===== src/rtl/data_mem_unit.sv =====
// Byte-serial load/store unit: splits a byte/half/word request into single-byte
// transfers on the memory controller LSB port and assembles the one response.
module data_mem_unit #(
  parameter int TAG_W = 4
) (
  input  logic             clk_in,
  input  logic             rst_in,
  input  logic             req_valid,
  output logic             req_ready,
  input  logic             req_wr,
  input  logic [31:0]      req_addr,
  input  logic [1:0]       req_size,
  input  logic             req_signed,
  input  logic [31:0]      req_wdata,
  input  logic [TAG_W-1:0] req_tag,
  input  logic             flush,
  output logic             resp_valid,
  output logic [31:0]      resp_data,
  output logic [TAG_W-1:0] resp_tag,
  output logic [31:0]      lsb_addr,
  output logic [7:0]       lsb_data,
  output logic             lsb_wr,
  output logic             lsb_en,
  input  logic [7:0]       lsb_read_data,
  input  logic             lsb_valid
);

  typedef enum logic [1:0] {IDLE, ACCESS, DONE} state_t;

  state_t           state_q, state_d;
  logic [2:0]       issue_cnt_q, issue_cnt_d;
  logic [2:0]       recv_cnt_q, recv_cnt_d;

  logic [31:0]      addr_q;
  logic [31:0]      wdata_q;
  logic [31:0]      result_q;
  logic [2:0]       n_q;
  logic             signed_q;
  logic             wr_q;
  logic [TAG_W-1:0] tag_q;

  logic accept, issue, recv;

  function automatic logic [2:0] size_to_bytes(input logic [1:0] size);
    logic [2:0] n;
    case (size)
      2'b00:   n = 3'd1;
      2'b01:   n = 3'd2;
      default: n = 3'd4;
    endcase
    return n;
  endfunction

  function automatic logic [31:0] extend_load(input logic [31:0] raw,
                                              input logic [2:0]  n,
                                              input logic        sgn);
    logic [31:0] r;
    case (n)
      3'd1:    r = {{24{sgn & raw[7]}}, raw[7:0]};
      3'd2:    r = {{16{sgn & raw[15]}}, raw[15:0]};
      default: r = raw;
    endcase
    return r;
  endfunction

  assign accept = (state_q == IDLE) && req_valid && !flush;
  assign issue  = (state_q == ACCESS) && (issue_cnt_q < n_q);
  assign recv   = (state_q == ACCESS) && lsb_valid && (recv_cnt_q < n_q);

  always_comb begin
    state_d     = state_q;
    issue_cnt_d = issue_cnt_q;
    recv_cnt_d  = recv_cnt_q;
    case (state_q)
      IDLE: begin
        if (accept) begin
          state_d     = ACCESS;
          issue_cnt_d = 3'd0;
          recv_cnt_d  = 3'd0;
        end
      end
      ACCESS: begin
        if (issue) issue_cnt_d = issue_cnt_q + 3'd1;
        if (recv)  recv_cnt_d  = recv_cnt_q + 3'd1;
        // Only loads are abortable; a store always runs to completion.
        if (flush && !wr_q)
          state_d = IDLE;
        else if (recv && (recv_cnt_q == (n_q - 3'd1)))
          state_d = DONE;
      end
      DONE:    state_d = IDLE;
      default: state_d = IDLE;
    endcase
  end

  always_ff @(posedge clk_in or posedge rst_in) begin
    if (rst_in) begin
      state_q     <= IDLE;
      issue_cnt_q <= 3'd0;
      recv_cnt_q  <= 3'd0;
    end else begin
      state_q     <= state_d;
      issue_cnt_q <= issue_cnt_d;
      recv_cnt_q  <= recv_cnt_d;
    end
  end

  // Request payload and assembled load bytes; gated by state, so no reset needed.
  always_ff @(posedge clk_in) begin
    if (accept) begin
      addr_q   <= req_addr;
      wdata_q  <= req_wdata;
      n_q      <= size_to_bytes(req_size);
      signed_q <= req_signed;
      wr_q     <= req_wr;
      tag_q    <= req_tag;
    end
    if (recv && !wr_q)
      result_q[{recv_cnt_q[1:0], 3'b000} +: 8] <= lsb_read_data;
  end

  assign req_ready  = (state_q == IDLE);
  assign lsb_en     = issue;
  assign lsb_wr     = issue & wr_q;
  assign lsb_addr   = issue ? (addr_q + {29'd0, issue_cnt_q}) : 32'd0;
  assign lsb_data   = issue ? wdata_q[{issue_cnt_q[1:0], 3'b000} +: 8] : 8'd0;

  assign resp_valid = (state_q == DONE);
  assign resp_data  = ((state_q == DONE) && !wr_q) ? extend_load(result_q, n_q, signed_q) : 32'd0;
  assign resp_tag   = (state_q == DONE) ? tag_q : '0;

endmodule


===== config.mk =====
export PLATFORM = sky130hd
export DESIGN_NAME = data_mem_unit
export DESIGN_NICKNAME = d
export VERILOG_FILES = /design/src/rtl/data_mem_unit.sv
export SDC_FILE = /design/constraint.sdc
export NUM_CORES = 1
export LEC_CHECK = 0
export BUFFER_PORTS_ARGS = -buffer_cell sky130_fd_sc_hd__clkbuf_2
export CORE_MARGIN = 1.5
export CORE_UTILIZATION = 35
export DETAILED_ROUTE_END_ITERATION = 8
export GPL_TIMING_DRIVEN = 0
export HOLD_SLACK_MARGIN = 0.06
export MAX_ROUTING_LAYER = met4
export PLACE_DENSITY = 0.58
export RECOVER_POWER = 100
export SLEW_MARGIN = 20
export SYNTH_ARGS = -nofsm -noshare
export SYNTH_HDL_FRONTEND = slang
export SYNTH_SLANG_ARGS = --single-unit

===== constraint.sdc =====
create_clock -name clk_in -period 8.2 [get_ports clk_in]
set_clock_uncertainty 0.05 [all_clocks]
set_input_delay 1.64 -clock clk_in [delete_from_list [all_inputs] [get_ports clk_in]]
set_output_delay 1.64 -clock clk_in [all_outputs]
set_load 0.05 [all_outputs]

# Word level (Yosys, flattened, before mapping)
# Cells that the tools add are included.
# op_classes
eq_ne	10
reduce_logical	17
shifts	3
add_sub_neg	5
n_bitwise	3
n_mux	16
magnitude_cmp	2
# op_table
cell	count
2-to-1 mux 32 bit	2
case mux 32 bit (2 select lines)	1
adder 32 x 3 -> 32 bit	1
bitwise mux 32 bit	1
variable shift 8 x 7 -> 32 bit, first input constant	1
variable part select 32 x 6 -> 8 bit	1
variable part select 8 x 7 -> 32 bit	1
case mux 3 bit (2 select lines)	3
logical AND 1 bit	9
2-to-1 mux 3 bit	3
2-to-1 mux 8 bit	1
negator 5 -> 7 bit	1
adder 3 x 1 -> 3 bit, second input constant	2
< comparator 3 bit	2
2-to-1 mux 2 bit	3
AND reduction 3 bit	2
equality test 2 x 1 -> 1 bit, second input constant	2
logical NOT 2 bit	2
2-to-1 mux 4 bit	1
!= test 2 bit, second input constant	2
case mux 2 bit (2 select lines)	1
bitwise AND 1 bit	3
equality test 3 x 1 -> 1 bit, second input constant	1
equality test 3 x 2 -> 1 bit, second input constant	1
8 further kinds	9
# totals
output_inout_bits	80
register_bits	113
wordCells	66
inputBits	85

# Logic depth before layout (Yosys ltp)
# Gate-level depths: netlist (run 1).
# depth
ltp_word	7
ltp_mapped	9
mapped_depth_nobuf	8

# Worst setup path after synthesis (run 1)
# No wires, ideal clock.
# synth_path
kind	flip-flop to output port
start	register issue_cnt_q[1]
end	output lsb_addr[12]
path_slack_ns	3.818
arrival_ns	2.692
n_path_buf	1
t_required_ns	6.510
stages_incl_launch_ff	8
cell_sequence	dfrtp_1 > clkbuf_1 > inv_1 > fa_1 > and2b_1 > o21ai_2 > or3_1 > a21oi_1
# synth_via
elab_chain_len	3
word_cells_on_any_way	4
cone_classes	add/sub: 1; order compare: 1; mux: 1; reduce/logical: 1
# synth_lines
item	line	rtl
start, declared	31	logic [2:0] issue_cnt_q, issue_cnt_d;
start signal, assigned	103	issue_cnt_q <= issue_cnt_d;
parallel branches: the longest is 2 deep, another holds adder 32 x 3 -> 32 bit	--	
2-to-1 mux 32 bit *	125	assign lsb_addr = issue ? (addr_q + {29'd0, issue_cnt_q}) : 32'd0;
end, declared	20	output logic [31:0] lsb_addr,
# Mark *: on every way between the ends.

# Final worst setup path (run 1)
# layout_path
start	register issue_cnt_q[1]
end	output lsb_addr[24]
# The elaborated chain is that of the path after synthesis.

==> results of run 1 <==
==> synthesized netlist by cell type (all sizes together) (2+ instances only) <==
cell,number,area (um2)
a21oi,12,63.8
nand4,9,86.3
edfxtp,105,3150
mux2i,2,20.0
nand3,12,60.1
nor3,12,60.1
a21o,3,22.5
o21a,16,120
nor3b,2,15.0
nand2b,3,18.8
xor2,13,114
buf,8,42.5
nand2,22,85.1
and3,15,93.8
ha,18,225
mux4,8,180
dfrtp,8,200
and2b,2,15.0
and4,4,42.5
xnor2,18,158
inv,16,60.1
and2,53,332
nor4,2,33.8
nor2,36,135
o21ai,6,37.5
clkbuf,6,22.5
nor2b,5,38.8
==> worst max-delay path: stages, from the launching register on <==
cell,delay [ns]
dfrtp_1,0.42
clkbuf_1,0.52
inv_1,0.18
fa_1,0.46
and2b_1,0.25
o21ai_2,0.12
buf_2,0.22
nor3_1,0.27
xnor2_1,0.11
nor2_1,0.10
clkbuf_1,0.48
==> per-layer routing <==
layer | routed length (um) | share of wire | GRT usage
met3 | 811 | 0.065 | 0.0421
met5 | 0 | 0 | -
met4 | 342 | 0.027 | 0.0714
met1 | 5550 | 0.44 | 0.192
met2 | 5870 | 0.47 | 0.249
==> placed cells by master, fill, tap and decap left out, types with 7 or more instances in the layout <==
| master | netlist | layout |
|---|---|---|
| dfrtp_1 | 8 | 8 |
| inv_1 | 15 | 14 |
| nand3_1 | 12 | 12 |
| nand4_1 | 7 | 7 |
| xnor2_1 | 18 | 18 |
| nor3_1 | 12 | 12 |
| nor2_1 | 36 | 36 |
| xor2_1 | 13 | 13 |
| and3_1 | 15 | 15 |
| ha_1 | 18 | 18 |
| and2_0 | 0 | 32 |
| clkbuf_2 | 0 | 84 |
| a21oi_1 | 11 | 12 |
| mux4_2 | 8 | 8 |
| nand2_1 | 21 | 21 |
| edfxtp_1 | 105 | 105 |
| o21a_1 | 16 | 16 |
| clkbuf_1 | 6 | 90 |
| clkbuf_16 | 0 | 17 |
| and2_1 | 53 | 21 |
==> registers in the layout, indices dropped and copies added (netlist names) <==
signal,cells
result_q,32
state_q,2
n_q,3
recv_cnt_q,3
wdata_q,32
tag_q,4
wr_q,1
signed_q,1
addr_q,32
issue_cnt_q,3
==> layout make-up <==
class / count / area [um2] / share of cell area
tap: 211 / 264 / 0.0369
sequential: 113 / 3350 / 0.469
inverter: 16 / 61.3 / 0.00857
clock inverter: 13 / 193 / 0.0269
buffer: 14 / 62.6 / 0.00874
timing repair buffer: 165 / 724 / 0.101
clock buffer: 18 / 429 / 0.0600
multi-input combinational: 285 / 2070 / 0.289
==> final timing paths <==
check                                 endpoint  cells after the start  slack [ns]
worst max-delay path              lsb_addr[24]                     10        2.97
worst min-delay path            issue_cnt_q[2]                      1        0.49
worst max register to register       addr_q[5]                      4        4.12
worst min register to register  issue_cnt_q[2]                      1        0.49
max in group asynchronous        recv_cnt_q[0]                      2        6.75
min in group asynchronous       issue_cnt_q[1]                      2        1.11
==> kinds of logic (layout without fill, tap and decap cells) <==
| kind of cell | after synthesis | after routing | synth area share |
|---|---|---|---|
| DFF | 113 | 113 | 0.602 |
| and+or+nand+nor | 182 | 182 | 0.193 |
| xor gates and xnor gates | 31 | 31 | 0.0488 |
| buffers and inverters | 30 | 226 | 0.0225 |
| adders and majority gates | 19 | 19 | 0.0440 |
| AOI/OAI and AO/OA | 43 | 43 | 0.0532 |
| muxes | 10 | 10 | 0.0359 |
==> per-stage QoR <==
step | power [mW] | cell area (um2) | util
floorplan | 1.27 | 5570 | -
global placement | 1.43 | 6650 | 0.433
detailed placement | 1.44 | 6680 | 0.435
CTS | 2.23 | 7310 | 0.475
global route | 2.28 | 7160 | 0.466
finish | 2.18 | 7160 | 0.466
==> power by group through the flow <==
stage / Combinational (mW) / Sequential, mW / Clock, mW
global placement: 0.687 / 0.746 / 0
CTS: 0.702 / 0.733 / 0.795
floorplan: 0.530 / 0.735 / 0
finish: 0.664 / 0.736 / 0.782
detailed placement: 0.698 / 0.745 / 0
global route: 0.719 / 0.742 / 0.821
==> impl_metrics.ini, run 1 <==
[floorplan]
die_y_um = 129
core_area_mm2 = 0.0154
die_w_um = 129
die_area_mm2 = 0.0167
fp-row-count = 45
initial_core_util = 0.362
pin_count = 165

[logic_synthesis]
synthArstFlopShare = 0.0708
synthFlopType = edfxtp_1
syn_area_per_cell_um2 = 13.0
synth-edff-count = 105
syn_area_mm2 = 0.00557
yosysWarnings = 0
synth_seq_area_share = 0.602
synth_fp_nets = 532
synth_cell_types = 48
yosys_register_bits = 113
syn_inst = 428

[clocking]
cts_tree = built
cts.clk_slew.worst_paths_ns = 0.05
h-tree-depth = 4
cts_setup_buffers = 0
clockBufferDepth = 2
cts_sinks = 113
postCtsHoldBufs = 0
insertion_delay_ns = 0.41
clockRootBuffer = clkbuf_16
cts_resized = 0
cts_buffers = 17

[outcome]
violations = capacitance limit, slew limit
status = finished with violations

[min_path]
hold_start = issue_cnt_q[2]
hold_class = flip-flop to flip-flop

[global_route]
grt_pass1_wl_um = 19200
overflow = 0
grt_pass1_vias = 3836
track_usage = 0.159
grt_max_degree = 50
antenna_found_initial = 0

[place]
pre_cts_slack_ns = 3.54
hpwlAfterDp_um = 9420
io_buffers = 164
dp_cells = 804
gp_congestion = 0.821

[worst_setup_path]
start_kind = flip-flop
crit_path_end_kind = output port
worstPathMaxFanout = 10
startpoint = issue_cnt_q[1]
arrival_ns = 3.54
critPathRequiredTime_ns = 6.51
path_class = flip-flop to output port
r2r-start = state_q[1]

[sta]
hold_viol_final = 0
setup_viol = 0
slew_violations = 50
fin_crit_ns = 5.23
worstMarginPinSlew_ns = 2.51
fin_ws_ns = 2.97
fin_tns_setup_ns = 0
relSlewSlack = -0.677
fmax_mhz = 191
rsz0062_at_grt = false
hold_ws_ns = 0.494
fin_crit_sh = 0.638

[route]
ant_nets = 0
drt-initial-drc-count = 201
wl_um = 12600
via_per_inst = 4.73
firstDrtPassIters = 6
post_drt_wl_per_cell_um = 15.1
vias = 3952
post-route-drc-count = 0

[power]
seq_power_share = 0.337
p_per_area_mw_per_mm2 = 305
clockPowerShare = 0.358
switchingPower_mw = 0.772
power_frac_comb = 0.304
leakage_nw = 2.73
switching_share = 0.354
ir_drop_mv = 0.171
p_int_mw = 1.41

[final_layout]
syn2layout_area_growth_pct = 28.5
nFillCells = 1466
antenna_cells = 0
layout.nets = 716
drive_gt1_frac = 0.221
fin_cells = 835

[job]
cap_violations = 1
Power figures use the tool's default switching activity.
==> inputs of run 2 (changes only) <==
ABC_AREA = 1   (was unset)
PLACE_DENSITY = 0.59   (was 0.58)
clock period = 4.6 ns   (was 8.2 ns; I/O delays follow)
==> run 2 against run 1 <==
  * The run now ends clean
  * Critical path depth increased by 3
  * Count of clock-buffer cells in the layout increased by 1
  * Utilization decreased by 1.5 points
  * Largest power group is now combinational cells
==> impl_metrics.ini, run 2 <==
[outcome]
status = completed

[logic_synthesis]
synth-edff-count = 105
synthArstFlopShare = 0.0708
yosys_register_bits = 113
synth_fp_nets = 764
yosys.area.top_type_share = 0.535
synth.area.top_cells = edfxtp_1 (54%), nor2_1 (12%), nand2_1 (7.5%)
yosysWarnings = 0
synth.most_common_cell = nor2_1
synth_largest_area_cell = edfxtp_1
syn_area_per_cell_um2 = 8.92
syn_inst = 660
syn_area_mm2 = 0.00589
synth_cell_types = 29
synthFlopType = edfxtp_1
synth_commonest_cells = nor2_1 (183), nand2_1 (117), edfxtp_1 (105)
synth_seq_area_share = 0.569

[final_layout]
mostFrequentLayoutCells = nor2_1 (183), nand2_1 (117), edfxtp_1 (105)
finish.instance_area_mm2 = 0.00745
drive_gt1_frac = 0.154
antenna_cells = 0
final_common_cell = nor2_1
fin_cells = 1077
syn2layout_area_growth_pct = 26.5
layout.nets = 948

[job]
cap_violations = 0

[clocking]
cts_setup_buffers = 0
insertion_delay_ns = 0.41
cts_tree = built
cts_sinks = 113
cts.clk_slew.worst_paths_ns = 0.05
clockBufferDepth = 2
cts_buffers = 17
clockRootBuffer = clkbuf_16
postCtsHoldBufs = 0
cts_resized = 0
h-tree-depth = 4

[global_route]
busiest_layer = met2
antenna_found_initial = 0
track_usage = 0.178
met2_usage = 0.270
grt_max_degree = 62
met3_usage = 0.0418
grt_pass1_vias = 4652
grt_util_met1 = 0.234
grt_pass1_wl_um = 23400
overflow = 0

[route]
ant_nets = 0
wl_um = 14600
post_drt_wl_per_cell_um = 13.6
vias = 4926
drt-initial-drc-count = 292
via_per_inst = 4.57
firstDrtPassIters = 5
post-route-drc-count = 0

[floorplan]
die_area_mm2 = 0.0176
core_area_mm2 = 0.0165
initial_core_util = 0.356
fp-row-count = 47
die_y_um = 133
pin_count = 165
die_w_um = 133

[sta]
slew_violations = 0
fin_tns_setup_ns = 0
fin_crit_sh = 0.917
fin_ws_ns = 0.383
hold_ws_ns = 0.399
rsz0062_at_grt = false
fmax_mhz = 237
worstMarginPinSlew_ns = 1.48
fin_crit_ns = 4.22
hold_viol_final = 0
relSlewSlack = 0.0111
setup_viol = 0

[worst_setup_path]
crit_path_end_kind = output port
worstPathMaxFanout = 10
arrival_ns = 3.25
start_kind = flip-flop
startpoint = issue_cnt_q[1]
path_class = flip-flop to output port
critPathRequiredTime_ns = 3.63
r2r-start = state_q[0]

[power]
p_per_area_mw_per_mm2 = 533
ir_drop_mv = 0.320
leakage_nw = 3.17

[place]
hpwlAfterDp_um = 11100
gp_congestion = 0.896
io_buffers = 164
pre_cts_slack_ns = 0.878
placed_area_mm2 = 0.00701
dp_cells = 1045

[min_path]
hold_class = primary input to asynchronous set/reset pin
run 2: cells by family (layout without fill, tap and decap cells):
kind of cell    after synthesis  after routing  share of synthesized area
fa+ha+maj                    19             19                     0.0416
simple gates                363            363                      0.258
compound gates               61             61                     0.0529
buf+inv                      97            294                     0.0676
xor+xnor                      7              7                     0.0104
flops                       113            113                      0.569
run 2: worst max-delay path: stages (launching register included):
cell and delay [ns]:
dfrtp_1 0.41, buf_2 0.25, clkinv_1 0.34, fa_1 0.51, inv_1 0.11, nand3_1 0.08, nand2_1 0.12, nand2_1 0.13
nor2_4 0.15, nand2_1 0.06, nand2_1 0.05, nand2_1 0.04, nor2_1 0.08, clkbuf_1 0.48
run 2: through the flow:
| step | utilization | power, mW |
|---|---|---|
| after floorplan | - | 2.37 |
| after global placement | 0.423 | 2.75 |
| after detailed placement | 0.424 | 2.76 |
| after CTS | 0.459 | 4.05 |
| after global routing | 0.451 | 4.20 |
| final | 0.451 | 3.97 |
run 2: layer usage:
layer  part of all wire  up-vias
li1                   -     2514
met1               0.48     2218
met2               0.44      172
met3              0.060       22
met4              0.020        0
met5                  0        -
run 2: power by group:
part / leakage, nW / internal (mW) / switching, mW / total [mW]
Sequential: 1.07 / 1.25 / 0.0615 / 1.31
Clock: 0.278 / 0.839 / 0.443 / 1.28
Combinational: 1.81 / 0.298 / 1.08 / 1.38
run 2: worst paths after layout:
kind	end	slack, ns	cells past startpoint
max	lsb_addr[30]	0.38	13
min	issue_cnt_q[1]	0.40	2
max reg2reg	addr_q[12]	1.73	4
min reg2reg	issue_cnt_q[2]	0.55	2
max in group asynchronous	recv_cnt_q[0]	3.85	2
min in group clk_in	issue_cnt_q[2]	0.55	2
run 2: cell type report:
class / instances / area [um2]
Buffer: 15 / 83.8
Sequential cell: 113 / 3350
Multi-Input combinational cell: 450 / 2130
Timing Repair Buffer: 165 / 722
Tap cell: 220 / 275
Clock buffer: 19 / 433
Clock inverter: 13 / 144
Fill cell: 1660 / 9070
Inverter: 82 / 312
==> inputs of run 3 (changes only) <==
CTS_BUF_LIST = sky130_fd_sc_hd__clkbuf_8   (was unset)
MAX_ROUTING_LAYER = unset   (was met4)
==> run 3 against run 2 <==
  * Global-route usage is 0.58 points lower
  * Count of clock-buffer cells in the layout is 2 lower
  * Clock power shrank 28%
==> impl_metrics.ini, run 3 (synthesis results as in run 2) <==
[outcome]
status = completed

[global_route]
track_usage = 0.173
antenna_found_initial = 0
overflow = 0
grt_pass1_wl_um = 23300
grt_pass1_vias = 4600
grt_max_degree = 62

[sta]
slew_violations = 0
fin_ws_ns = 0.365
hold_viol_final = 0
fin_crit_ns = 4.24
fin_tns_setup_ns = 0
fin_crit_sh = 0.921
worstMarginPinSlew_ns = 1.49
relSlewSlack = 0.00872
rsz0062_at_grt = false
fmax_mhz = 236
setup_viol = 0

[route]
post-route-drc-count = 0
vias = 4906
firstDrtPassIters = 5
post_drt_wl_per_cell_um = 13.5
wl_um = 14600
ant_nets = 0
drt-initial-drc-count = 298
via_per_inst = 4.56

[floorplan]
core_area_mm2 = 0.0165
fp-row-count = 47
die_area_mm2 = 0.0176
pin_count = 165
die_w_um = 133
die_y_um = 133
initial_core_util = 0.356

[clocking]
clockRootBuffer = clkbuf_8
cts.clk_slew.worst_paths_ns = 0.07
cts_tree = built
clockBufferDepth = 2
cts_sinks = 113
cts_setup_buffers = 0
postCtsHoldBufs = 0
h-tree-depth = 4
insertion_delay_ns = 0.42
cts_buffers = 17
cts_resized = 0

[final_layout]
drive_gt1_frac = 0.158
fin_util = 0.439
mostFrequentLayoutCells = nor2_1 (183), nand2_1 (117), edfxtp_1 (105)
antenna_cells = 0
multi_input_area_mm2 = 0.00213
nFillCells = 1686
syn2layout_area_growth_pct = 23.3
layout.nets = 948
final_common_cell = nor2_1
seq_area_mm2 = 0.00335

[power]
power_frac_comb = 0.383
switchingPower_mw = 1.54
p_per_area_mw_per_mm2 = 497
leakage_nw = 3.10
clockPowerShare = 0.254
p_int_mw = 2.07
switching_share = 0.427
seq_power_share = 0.362
ir_drop_mv = 0.251

[worst_setup_path]
start_kind = flip-flop
path_class = flip-flop to output port
critPathRequiredTime_ns = 3.63
worstPathMaxFanout = 10
crit_path_end_kind = output port
arrival_ns = 3.27

[place]
hpwlAfterDp_um = 11100
io_buffers = 164
gp_congestion = 0.881
pre_cts_slack_ns = 0.878

[job]
cap_violations = 0

[min_path]
hold_class = primary input to asynchronous set/reset pin
-- run 3: cell count changes in the layout (fill, tap and decap cells not counted) --
cell       previous run  this run
inv_1                78        80
clkbuf_2             82        85
clkbuf_1             92        87
clkbuf_16            17         0
clkbuf_8              0        17
-- run 3: worst paths after layout --
kind | end | slack (ns) | depth (start not counted) | from
worst max-delay path | lsb_addr[12] | 0.36 | 11 | issue_cnt_q[1]
worst min-delay path | state_q[0] | 0.38 | 2 | rst_in
worst max register to register | addr_q[28] | 1.73 | 4 | state_q[0]
worst min register to register | issue_cnt_q[2] | 0.55 | 2 | issue_cnt_q[2]
max in group asynchronous | recv_cnt_q[0] | 3.87 | 2 | rst_in
min in group clk_in | issue_cnt_q[2] | 0.55 | 2 | issue_cnt_q[2]
-- run 3: cell type report --
cell class / count / share of cell area
Sequential cell: 113 / 0.462
Tap cell: 220 / 0.0379
Timing Repair Buffer: 165 / 0.0999
Inverter: 82 / 0.0429
Clock inverter: 15 / 0.0208
Buffer: 15 / 0.0115
Clock buffer: 17 / 0.0322
Multi-Input combinational cell: 450 / 0.293
-- run 3: metrics by stage --
stage / std cells / cell area [um2] / hold slack, ns / power, mW
after floorplan: 660 / 5890 / 0.482 / 2.37
after detailed placement: 1045 / 7010 / 0.541 / 2.76
after CTS: 1077 / 7400 / 0.358 / 3.69
after global placement: 1044 / 6980 / 0.536 / 2.75
after global routing: 1077 / 7260 / 0.379 / 3.84
final: 1077 / 7260 / 0.376 / 3.61
-- run 3: critical path, cell delays in order, from the launching register on --
cell,delay [ns]
dfrtp_1,0.41
buf_2,0.25
clkinv_1,0.34
fa_1,0.51
inv_1,0.12
nand2_1,0.07
nand2_1,0.08
nand2_1,0.09
nor2_4,0.21
o21ai_1,0.08
a21oi_1,0.18
clkbuf_1,0.50
-- run 3: per-layer routing --
metal  global-route usage  share of wire
met5                    0              0
met4               0.0641          0.017
met3               0.0483          0.067
met2                0.267           0.44
met1                0.232           0.47
-- run 3: power groups by stage --
stage	logic (mW)	clock network (mW)	registers, mW
after floorplan	1.06	0	1.31
after global placement	1.42	0	1.33
after detailed placement	1.44	0	1.33
after CTS	1.44	0.946	1.30
after global routing	1.52	0.997	1.32
final	1.38	0.917	1.31
